<file path="src/rtl/alu_exec_seq_if.sv">
// Request/response bundle for the EX-stage ALU.
// master drives operands and consumes results; slave is the ALU.
interface alu_exec_seq_if #(
    parameter int WIDTH = 32
) ();
    localparam int SHW = $clog2(WIDTH);

    logic             in_valid;
    logic             in_ready;
    logic [2:0]       alu_op;
    logic [5:0]       func;
    logic [WIDTH-1:0] a;
    logic [WIDTH-1:0] b;
    logic [SHW-1:0]   shamt;
    logic             out_valid;
    logic             out_ready;
    logic [WIDTH-1:0] result;
    logic [WIDTH-1:0] result_hi;
    logic [3:0]       alu_ctl;
    logic             zero;
    logic             ovf;
    logic             illegal;

    modport master (
        output in_valid, alu_op, func, a, b, shamt, out_ready,
        input  in_ready, out_valid, result, result_hi,
        input  alu_ctl, zero, ovf, illegal
    );

    modport slave (
        input  in_valid, alu_op, func, a, b, shamt, out_ready,
        output in_ready, out_valid, result, result_hi,
        output alu_ctl, zero, ovf, illegal
    );
endinterface

</file>
<file path="src/rtl/alu_exec_seq.sv">
// Registered EX-stage ALU with decode, flags and an iterative
// shift-add multiplier behind a valid/ready handshake.
module alu_exec_seq #(
    parameter int WIDTH  = 32,
    parameter bit MUL_EN = 1'b1
) (
    input  logic           clk,
    input  logic           rst,
    alu_exec_seq_if.slave  bus
);
    localparam int SHW = $clog2(WIDTH);

    localparam logic [0:0] S_IDLE = 1'b0;
    localparam logic [0:0] S_MUL  = 1'b1;

    localparam logic [3:0] C_AND = 4'b0000;
    localparam logic [3:0] C_OR  = 4'b0001;
    localparam logic [3:0] C_ADD = 4'b0010;
    localparam logic [3:0] C_XOR = 4'b0011;
    localparam logic [3:0] C_SUB = 4'b0110;
    localparam logic [3:0] C_SLT = 4'b0111;
    localparam logic [3:0] C_SLL = 4'b1000;
    localparam logic [3:0] C_SRL = 4'b1001;
    localparam logic [3:0] C_SRA = 4'b1010;
    localparam logic [3:0] C_MUL = 4'b1011;
    localparam logic [3:0] C_NOR = 4'b1100;
    localparam logic [3:0] C_ILL = 4'b1111;

    logic [0:0]       state_q, state_d;
    logic             out_valid_q, out_valid_d;
    logic [WIDTH-1:0] result_q, result_d;
    logic [WIDTH-1:0] result_hi_q, result_hi_d;
    logic [3:0]       alu_ctl_q, alu_ctl_d;
    logic             zero_q, zero_d;
    logic             ovf_q, ovf_d;
    logic             illegal_q, illegal_d;
    logic [WIDTH-1:0] mcand_q, mcand_d;
    logic [SHW-1:0]   cnt_q, cnt_d;

    logic             in_ready;
    logic             accept;
    logic [3:0]       ctl;
    logic [WIDTH-1:0] res;
    logic             ovf_c;
    logic [WIDTH:0]   msum;
    logic             sa, sb, sr;

    assign in_ready = !rst && (state_q == S_IDLE)
                      && (!out_valid_q || bus.out_ready);
    assign accept   = bus.in_valid && in_ready;

    always_comb begin
        ctl = C_ILL;
        case (bus.alu_op)
            3'b000, 3'b011: ctl = C_ADD;
            3'b001:         ctl = C_SUB;
            3'b100:         ctl = C_OR;
            3'b101:         ctl = C_AND;
            3'b110:         ctl = C_SLT;
            3'b010: begin
                case (bus.func)
                    6'b100000: ctl = C_ADD;
                    6'b100010: ctl = C_SUB;
                    6'b100100: ctl = C_AND;
                    6'b100101: ctl = C_OR;
                    6'b101010: ctl = C_SLT;
                    6'b100111: ctl = C_NOR;
                    6'b100110: ctl = C_XOR;
                    6'b000000: ctl = C_SLL;
                    6'b000010: ctl = C_SRL;
                    6'b000011: ctl = C_SRA;
                    6'b011000: ctl = MUL_EN ? C_MUL : C_ILL;
                    default:   ctl = C_ILL;
                endcase
            end
            default: ctl = C_ILL;
        endcase
    end

    always_comb begin
        res = '0;
        case (ctl)
            C_ADD: res = bus.a + bus.b;
            C_SUB: res = bus.a - bus.b;
            C_AND: res = bus.a & bus.b;
            C_OR:  res = bus.a | bus.b;
            C_XOR: res = bus.a ^ bus.b;
            C_NOR: res = ~(bus.a | bus.b);
            C_SLT: res = {{(WIDTH-1){1'b0}},
                          $signed(bus.a) < $signed(bus.b)};
            C_SLL: res = bus.a << bus.shamt;
            C_SRL: res = bus.a >> bus.shamt;
            C_SRA: res = $unsigned($signed(bus.a) >>> bus.shamt);
            default: res = '0;
        endcase
        sa = bus.a[WIDTH-1];
        sb = bus.b[WIDTH-1];
        sr = res[WIDTH-1];
        ovf_c = 1'b0;
        if (ctl == C_ADD) ovf_c = (sa == sb) && (sr != sa);
        if (ctl == C_SUB) ovf_c = (sa != sb) && (sr != sa);
    end

    // Partial product lives in {result_hi_q, result_q}; multiplier bits shift out of result_q.
    assign msum = {1'b0, result_hi_q}
                  + (result_q[0] ? {1'b0, mcand_q} : '0);

    always_comb begin
        state_d     = state_q;
        out_valid_d = out_valid_q;
        result_d    = result_q;
        result_hi_d = result_hi_q;
        alu_ctl_d   = alu_ctl_q;
        zero_d      = zero_q;
        ovf_d       = ovf_q;
        illegal_d   = illegal_q;
        mcand_d     = mcand_q;
        cnt_d       = cnt_q;
        case (state_q)
            S_MUL: begin
                result_hi_d = msum[WIDTH:1];
                result_d    = {msum[0], result_q[WIDTH-1:1]};
                cnt_d       = cnt_q + 1'b1;
                if (cnt_q == SHW'(WIDTH-1)) begin
                    state_d     = S_IDLE;
                    out_valid_d = 1'b1;
                    alu_ctl_d   = C_MUL;
                    zero_d      = (result_d == '0);
                    ovf_d       = 1'b0;
                    illegal_d   = 1'b0;
                end
            end
            default: begin
                if (accept && ctl == C_MUL) begin
                    state_d     = S_MUL;
                    out_valid_d = 1'b0;
                    mcand_d     = bus.a;
                    result_d    = bus.b;
                    result_hi_d = '0;
                    cnt_d       = '0;
                end else if (accept) begin
                    out_valid_d = 1'b1;
                    result_d    = res;
                    result_hi_d = '0;
                    alu_ctl_d   = ctl;
                    zero_d      = (res == '0);
                    ovf_d       = ovf_c;
                    illegal_d   = (ctl == C_ILL);
                end else if (bus.out_ready) begin
                    out_valid_d = 1'b0;
                end
            end
        endcase
    end

    always_ff @(posedge clk or posedge rst) begin
        if (rst) begin
            state_q     <= S_IDLE;
            out_valid_q <= 1'b0;
            result_q    <= '0;
            result_hi_q <= '0;
            alu_ctl_q   <= '0;
            zero_q      <= 1'b0;
            ovf_q       <= 1'b0;
            illegal_q   <= 1'b0;
            mcand_q     <= '0;
            cnt_q       <= '0;
        end else begin
            state_q     <= state_d;
            out_valid_q <= out_valid_d;
            result_q    <= result_d;
            result_hi_q <= result_hi_d;
            alu_ctl_q   <= alu_ctl_d;
            zero_q      <= zero_d;
            ovf_q       <= ovf_d;
            illegal_q   <= illegal_d;
            mcand_q     <= mcand_d;
            cnt_q       <= cnt_d;
        end
    end

    assign bus.in_ready  = in_ready;
    assign bus.out_valid = out_valid_q;
    assign bus.result    = result_q;
    assign bus.result_hi = result_hi_q;
    assign bus.alu_ctl   = alu_ctl_q;
    assign bus.zero      = zero_q;
    assign bus.ovf       = ovf_q;
    assign bus.illegal   = illegal_q;
endmodule

</file>
<file path="src/flat_wrapper.sv">
// flat-port wrapper written by rule: the top's interface ports become plain ports
module alu_exec_seq_flat 
#(
    parameter int WIDTH  = 32,
    parameter bit MUL_EN = 1'b1
)
  (clk, rst, bus_in_valid, bus_alu_op, bus_func, bus_a, bus_b, bus_shamt, bus_out_ready, bus_in_ready, bus_out_valid, bus_result, bus_result_hi, bus_alu_ctl, bus_zero, bus_ovf, bus_illegal);
  alu_exec_seq_if #(.WIDTH(WIDTH)) bus_i ();
  input  logic clk;
  input  logic rst;
  input wire logic [$bits(bus_i.in_valid)-1:0] bus_in_valid;
  input wire logic [$bits(bus_i.alu_op)-1:0] bus_alu_op;
  input wire logic [$bits(bus_i.func)-1:0] bus_func;
  input wire logic [$bits(bus_i.a)-1:0] bus_a;
  input wire logic [$bits(bus_i.b)-1:0] bus_b;
  input wire logic [$bits(bus_i.shamt)-1:0] bus_shamt;
  input wire logic [$bits(bus_i.out_ready)-1:0] bus_out_ready;
  output wire logic [$bits(bus_i.in_ready)-1:0] bus_in_ready;
  output wire logic [$bits(bus_i.out_valid)-1:0] bus_out_valid;
  output wire logic [$bits(bus_i.result)-1:0] bus_result;
  output wire logic [$bits(bus_i.result_hi)-1:0] bus_result_hi;
  output wire logic [$bits(bus_i.alu_ctl)-1:0] bus_alu_ctl;
  output wire logic [$bits(bus_i.zero)-1:0] bus_zero;
  output wire logic [$bits(bus_i.ovf)-1:0] bus_ovf;
  output wire logic [$bits(bus_i.illegal)-1:0] bus_illegal;
  assign bus_i.in_valid = bus_in_valid;
  assign bus_i.alu_op = bus_alu_op;
  assign bus_i.func = bus_func;
  assign bus_i.a = bus_a;
  assign bus_i.b = bus_b;
  assign bus_i.shamt = bus_shamt;
  assign bus_i.out_ready = bus_out_ready;
  assign bus_in_ready = bus_i.in_ready;
  assign bus_out_valid = bus_i.out_valid;
  assign bus_result = bus_i.result;
  assign bus_result_hi = bus_i.result_hi;
  assign bus_alu_ctl = bus_i.alu_ctl;
  assign bus_zero = bus_i.zero;
  assign bus_ovf = bus_i.ovf;
  assign bus_illegal = bus_i.illegal;
  alu_exec_seq #(.WIDTH(WIDTH), .MUL_EN(MUL_EN)) u_core (.clk(clk), .rst(rst), .bus(bus_i));
endmodule
</file>
<file path="config.mk">
export PLATFORM = sky130hd
export DESIGN_NAME = alu_exec_seq_flat
export DESIGN_NICKNAME = d
export VERILOG_FILES = /design/src/rtl/alu_exec_seq_if.sv /design/src/rtl/alu_exec_seq.sv /design/src/flat_wrapper.sv
export SDC_FILE = /design/constraint.sdc
export NUM_CORES = 1
export LEC_CHECK = 0
export CAP_MARGIN = 20
export CORE_MARGIN = 10
export CORE_UTILIZATION = 60
export CTS_CLUSTER_DIAMETER = 150
export DETAILED_ROUTE_END_ITERATION = 6
export PLACE_DENSITY = 0.87
export SYNTH_ARGS = -nofsm -noshare
export SYNTH_HDL_FRONTEND = slang
export SYNTH_SLANG_ARGS = --single-unit
</file>
<file path="constraint.sdc">
create_clock -name clk -period 6.1 [get_ports clk]
set_clock_uncertainty 0.2 [all_clocks]
set_input_delay 0.915 -clock clk [delete_from_list [all_inputs] [get_ports clk]]
set_output_delay 0.915 -clock clk [all_outputs]
set_load 0.03 [all_outputs]
</file>
==> summary.txt <==
Power and ir drop
  – Pleak: 0.008442 µW
  – Max IR drop VDD: 0.0001265 V
  – Cell area power density: 167.1 nW/µm²

Timing
  – RSZ-0062 raised after global routing: no
  – Final min period: 5.796 ns
  – FMAX: 172.5 MHz
  – Final hold vios: 0
  – # setup viols final: 0
  – Max transition margin: 0.2917
  – Fin. max-slew vios: 0
  – Sum Neg Setup Slack: 0 ns
  – Slew at the pin closest to its max-slew limit: 1.054 ns
  – Final Cycle Share: 0.9501

Yosys
  – Register bit total from synthesis: 110
  – Main synth FF type: dfrtp_1
  – Post-synthesis async set-or-reset flop share: 1.000
  – Post-Syn Area: roughly 17,000 µm²
  – Avg Cell Area, Syn: 7.365 µm²
  – Netlist cell types: 91
  – Register area share after synthesis: 0.1666
  – Synth Warn #: 0
  – EDFF count, synth: 0
  – Syn Nets: roughly 2,500
  – Mapped Cells: around 2,200

Worst setup path
  – Reg2reg end: u_core.bus.result_hi[31]
  – CP startpoint: bus_b[0]
  – RR Startpoint: u_core.bus.result[0]
  – Crit path launch type: input port
  – Critical path class: in2reg
  – R2R Setup Slk: 0.90 ns
  – R2r worst-path depth: 15
  – Worst-path maximum fanout: 4
  – CP Data Arrival Time: ~5.9 ns
  – Crit path required time: between 6 and 7 ns
  – Crit. End Element: flop

Routing
  – Vias: approximately 20,000
  – Drc violations: 0
  – DRT iter0 DRCs: 3,468
  – ANT nets after route: 0
  – Drt total wl: 77.18 mm
  – Vias per cell: 7.384
  – TritonRoute pass-1 iters: 7
  – WL per Instance: ~28 µm

Min path
  – Hold Path Origin: u_core.mcand_q[12]
  – Worst min path class: reg2reg
  – Hold EP: u_core.mcand_q[12]
  – Worst hold stages: 2

GRT
  – Global Route met3 Usage: 0.1343
  – First-pass GRT wire length: 115.9 mm
  – Pin count of the biggest net entering global routing: 94
  – Grt ovf: 0
  – Tot GR Track Use: 0.4361
  – M1 GR Usage: 0.5279
  – M2 GR Usage: 0.6672
  – Vias in the first global route: 19,100
  – Initial antenna violation count: 2
  – Layer with the highest usage: met2

Placement
  – Port Buffers: 154
  – DP HPWL: 59.21 mm
  – RD Place Congestion: 1.185

Floorplan
  – Die H: 185.9 µm
  – Rows: 60
  – Chip Width: 185.9 µm
  – Core region area: 27,030 µm²
  – Starting Density: 0.6113
  – Die ar.: ~35,000 µm²
  – # IOs: 155

Clock network
  – Post-CTS Hold Fix Bufs: 0
  – Setup bufs post-CTS: 0
  – Root Buffer: clkbuf_16
  – Clk_lat worst skew: 0.36 ns
  – Clk buf depth: 2
  – Cts bufs inserted: 9
  – Clock sink total: 110
  – H-tree depth: 3
  – PostCTS Resize Cnt: 0
  – TritonCTS clock tree: yes
  – Reg clk slew, reported paths: around 0.09 ns

Outcome
  – Status: completed

Layout
  – Synthesis-to-layout area growth: 17.25%
  – N_diodes: 0
  – Filler instances: 2,075
  – Post-layout util: 0.7167
  – Layout cells sized above 1: 0.1232
  – NumNets Final: 2,613

Run
  – Max_cap viols: 0
[logic make-up after synthesis]
kind of cell / count (synthesis) / synth area share
xor gates and xnor gates: 45 / 0.02386
and+or+nand+nor: 761 / 0.2146
adders and majority gates: 133 / 0.1021
buffers and inverters: 287 / 0.07006
muxes: 140 / 0.1226
AOI/OAI and AO/OA: 767 / 0.3002
DFF: 110 / 0.1666
[how the worst max path moves through the flow]
stage                      end
2_1_floorplan  u_core.bus.zero
3_3_place_gp   u_core.bus.zero
3_5_place_dp   u_core.bus.zero
4_1_cts        u_core.bus.zero
5_1_grt        u_core.bus.zero
6_report       u_core.bus.zero
[synthesized netlist by cell type, types with 33 or more instances]
cell      instances  share of area
ha_1            130          0.098
nand3_1          56          0.017
a21o_1           33          0.015
buf_2            46          0.014
nand2_1         297          0.067
mux4_2           47          0.064
o21ai_0         215          0.065
nor3_1           42          0.013
a211oi_1         43          0.020
mux2i_1          64          0.039
a21oi_1         181          0.055
clkbuf_1        110          0.025
dfrtp_1         110           0.17
xnor2_1          34          0.018
inv_1           110          0.025
nor2_1          172          0.039
and2_1           40          0.015
[layout make-up]
type,instances,area [µm²],area share
Clock buffer,9,225.2,0.01163
Clock inverter,7,86.33,0.004457
Inverter,114,430.4,0.02222
Multi-Input combinational cell,1846,12640,0.6524
Sequential cell,110,2756,0.1423
Tap cell,341,426.7,0.02203
Timing Repair Buffer,317,2808,0.1450
[worst max-delay path: stages]
cell and delay [ns]:
clkdlybuf4s50_1 0.57, ha_1 0.21, inv_1 0.06, fa_1 0.40, nor2b_1 0.17, o211a_1 0.27
o211a_1 0.29, o211ai_1 0.38, o221a_2 0.30, o22a_1 0.13, a21oi_1 0.06, a2111oi_0 0.64
nor4bb_1 0.41, or4b_1 0.46, or4_1 0.48, o21ai_1 0.15
[cell usage in the layout, fill, tap and decap left out, types with 34 or more instances in the layout]
| cell | Yosys | final |
|---|---|---|
| nand2_1 | 297 | 295 |
| o21ai_0 | 215 | 215 |
| a21oi_1 | 181 | 179 |
| nor2_1 | 172 | 171 |
| buf_4 | 6 | 159 |
| clkdlybuf4s50_1 | 0 | 149 |
| ha_1 | 130 | 130 |
| inv_1 | 110 | 109 |
| dfrtp_1 | 110 | 109 |
| mux2i_1 | 64 | 64 |
| nand3_1 | 56 | 56 |
| mux4_2 | 47 | 47 |
| a211oi_1 | 43 | 43 |
| nor3_1 | 42 | 42 |
| and2_1 | 40 | 40 |
| xnor2_1 | 34 | 34 |
[power by group]
group	total, µW	internal, µW	switching, µW
logic	1710	649	1060
registers	922	806	116
clock network	602	295	307
[per-stage QoR]
| step | hold WS [ns] | power, µW | area (µm²) | worst slack (ns) | instances |
|---|---|---|---|---|---|
| 2_1_floorplan | 0.2418 | 1868 | 16520 | 1.063 | 2243 |
| 3_3_place_gp | 0.2541 | 2527 | 19050 | 0.1820 | 2726 |
| 3_5_place_dp | 0.2636 | 2553 | 19050 | 0.05778 | 2726 |
| 4_1_cts | 0.2837 | 3156 | 19360 | 0.4335 | 2742 |
| 5_1_grt | 0.2951 | 3354 | 19370 | 0.04223 | 2744 |
| 6_report | 0.2831 | 3237 | 19370 | 0.3042 | 2744 |
[state kept, by name, indices dropped and copies added (netlist names)]
signal,flops
u_core.bus.alu_ctl,4
u_core.bus.result_hi,32
u_core.bus.out_valid,1
u_core.mcand_q,32
u_core.bus.ovf,1
u_core.bus.illegal,1
u_core.bus.result,32
u_core.bus.zero,1
u_core.state_q,1
u_core.cnt_q,5
[routing by layer]
layer	share of wire	up-vias
met2	0.43	1919
met1	0.34	9329
li1	-	8601
met5	0	-
met3	0.16	414
met4	0.073	0
Power figures use the tool's default switching activity.
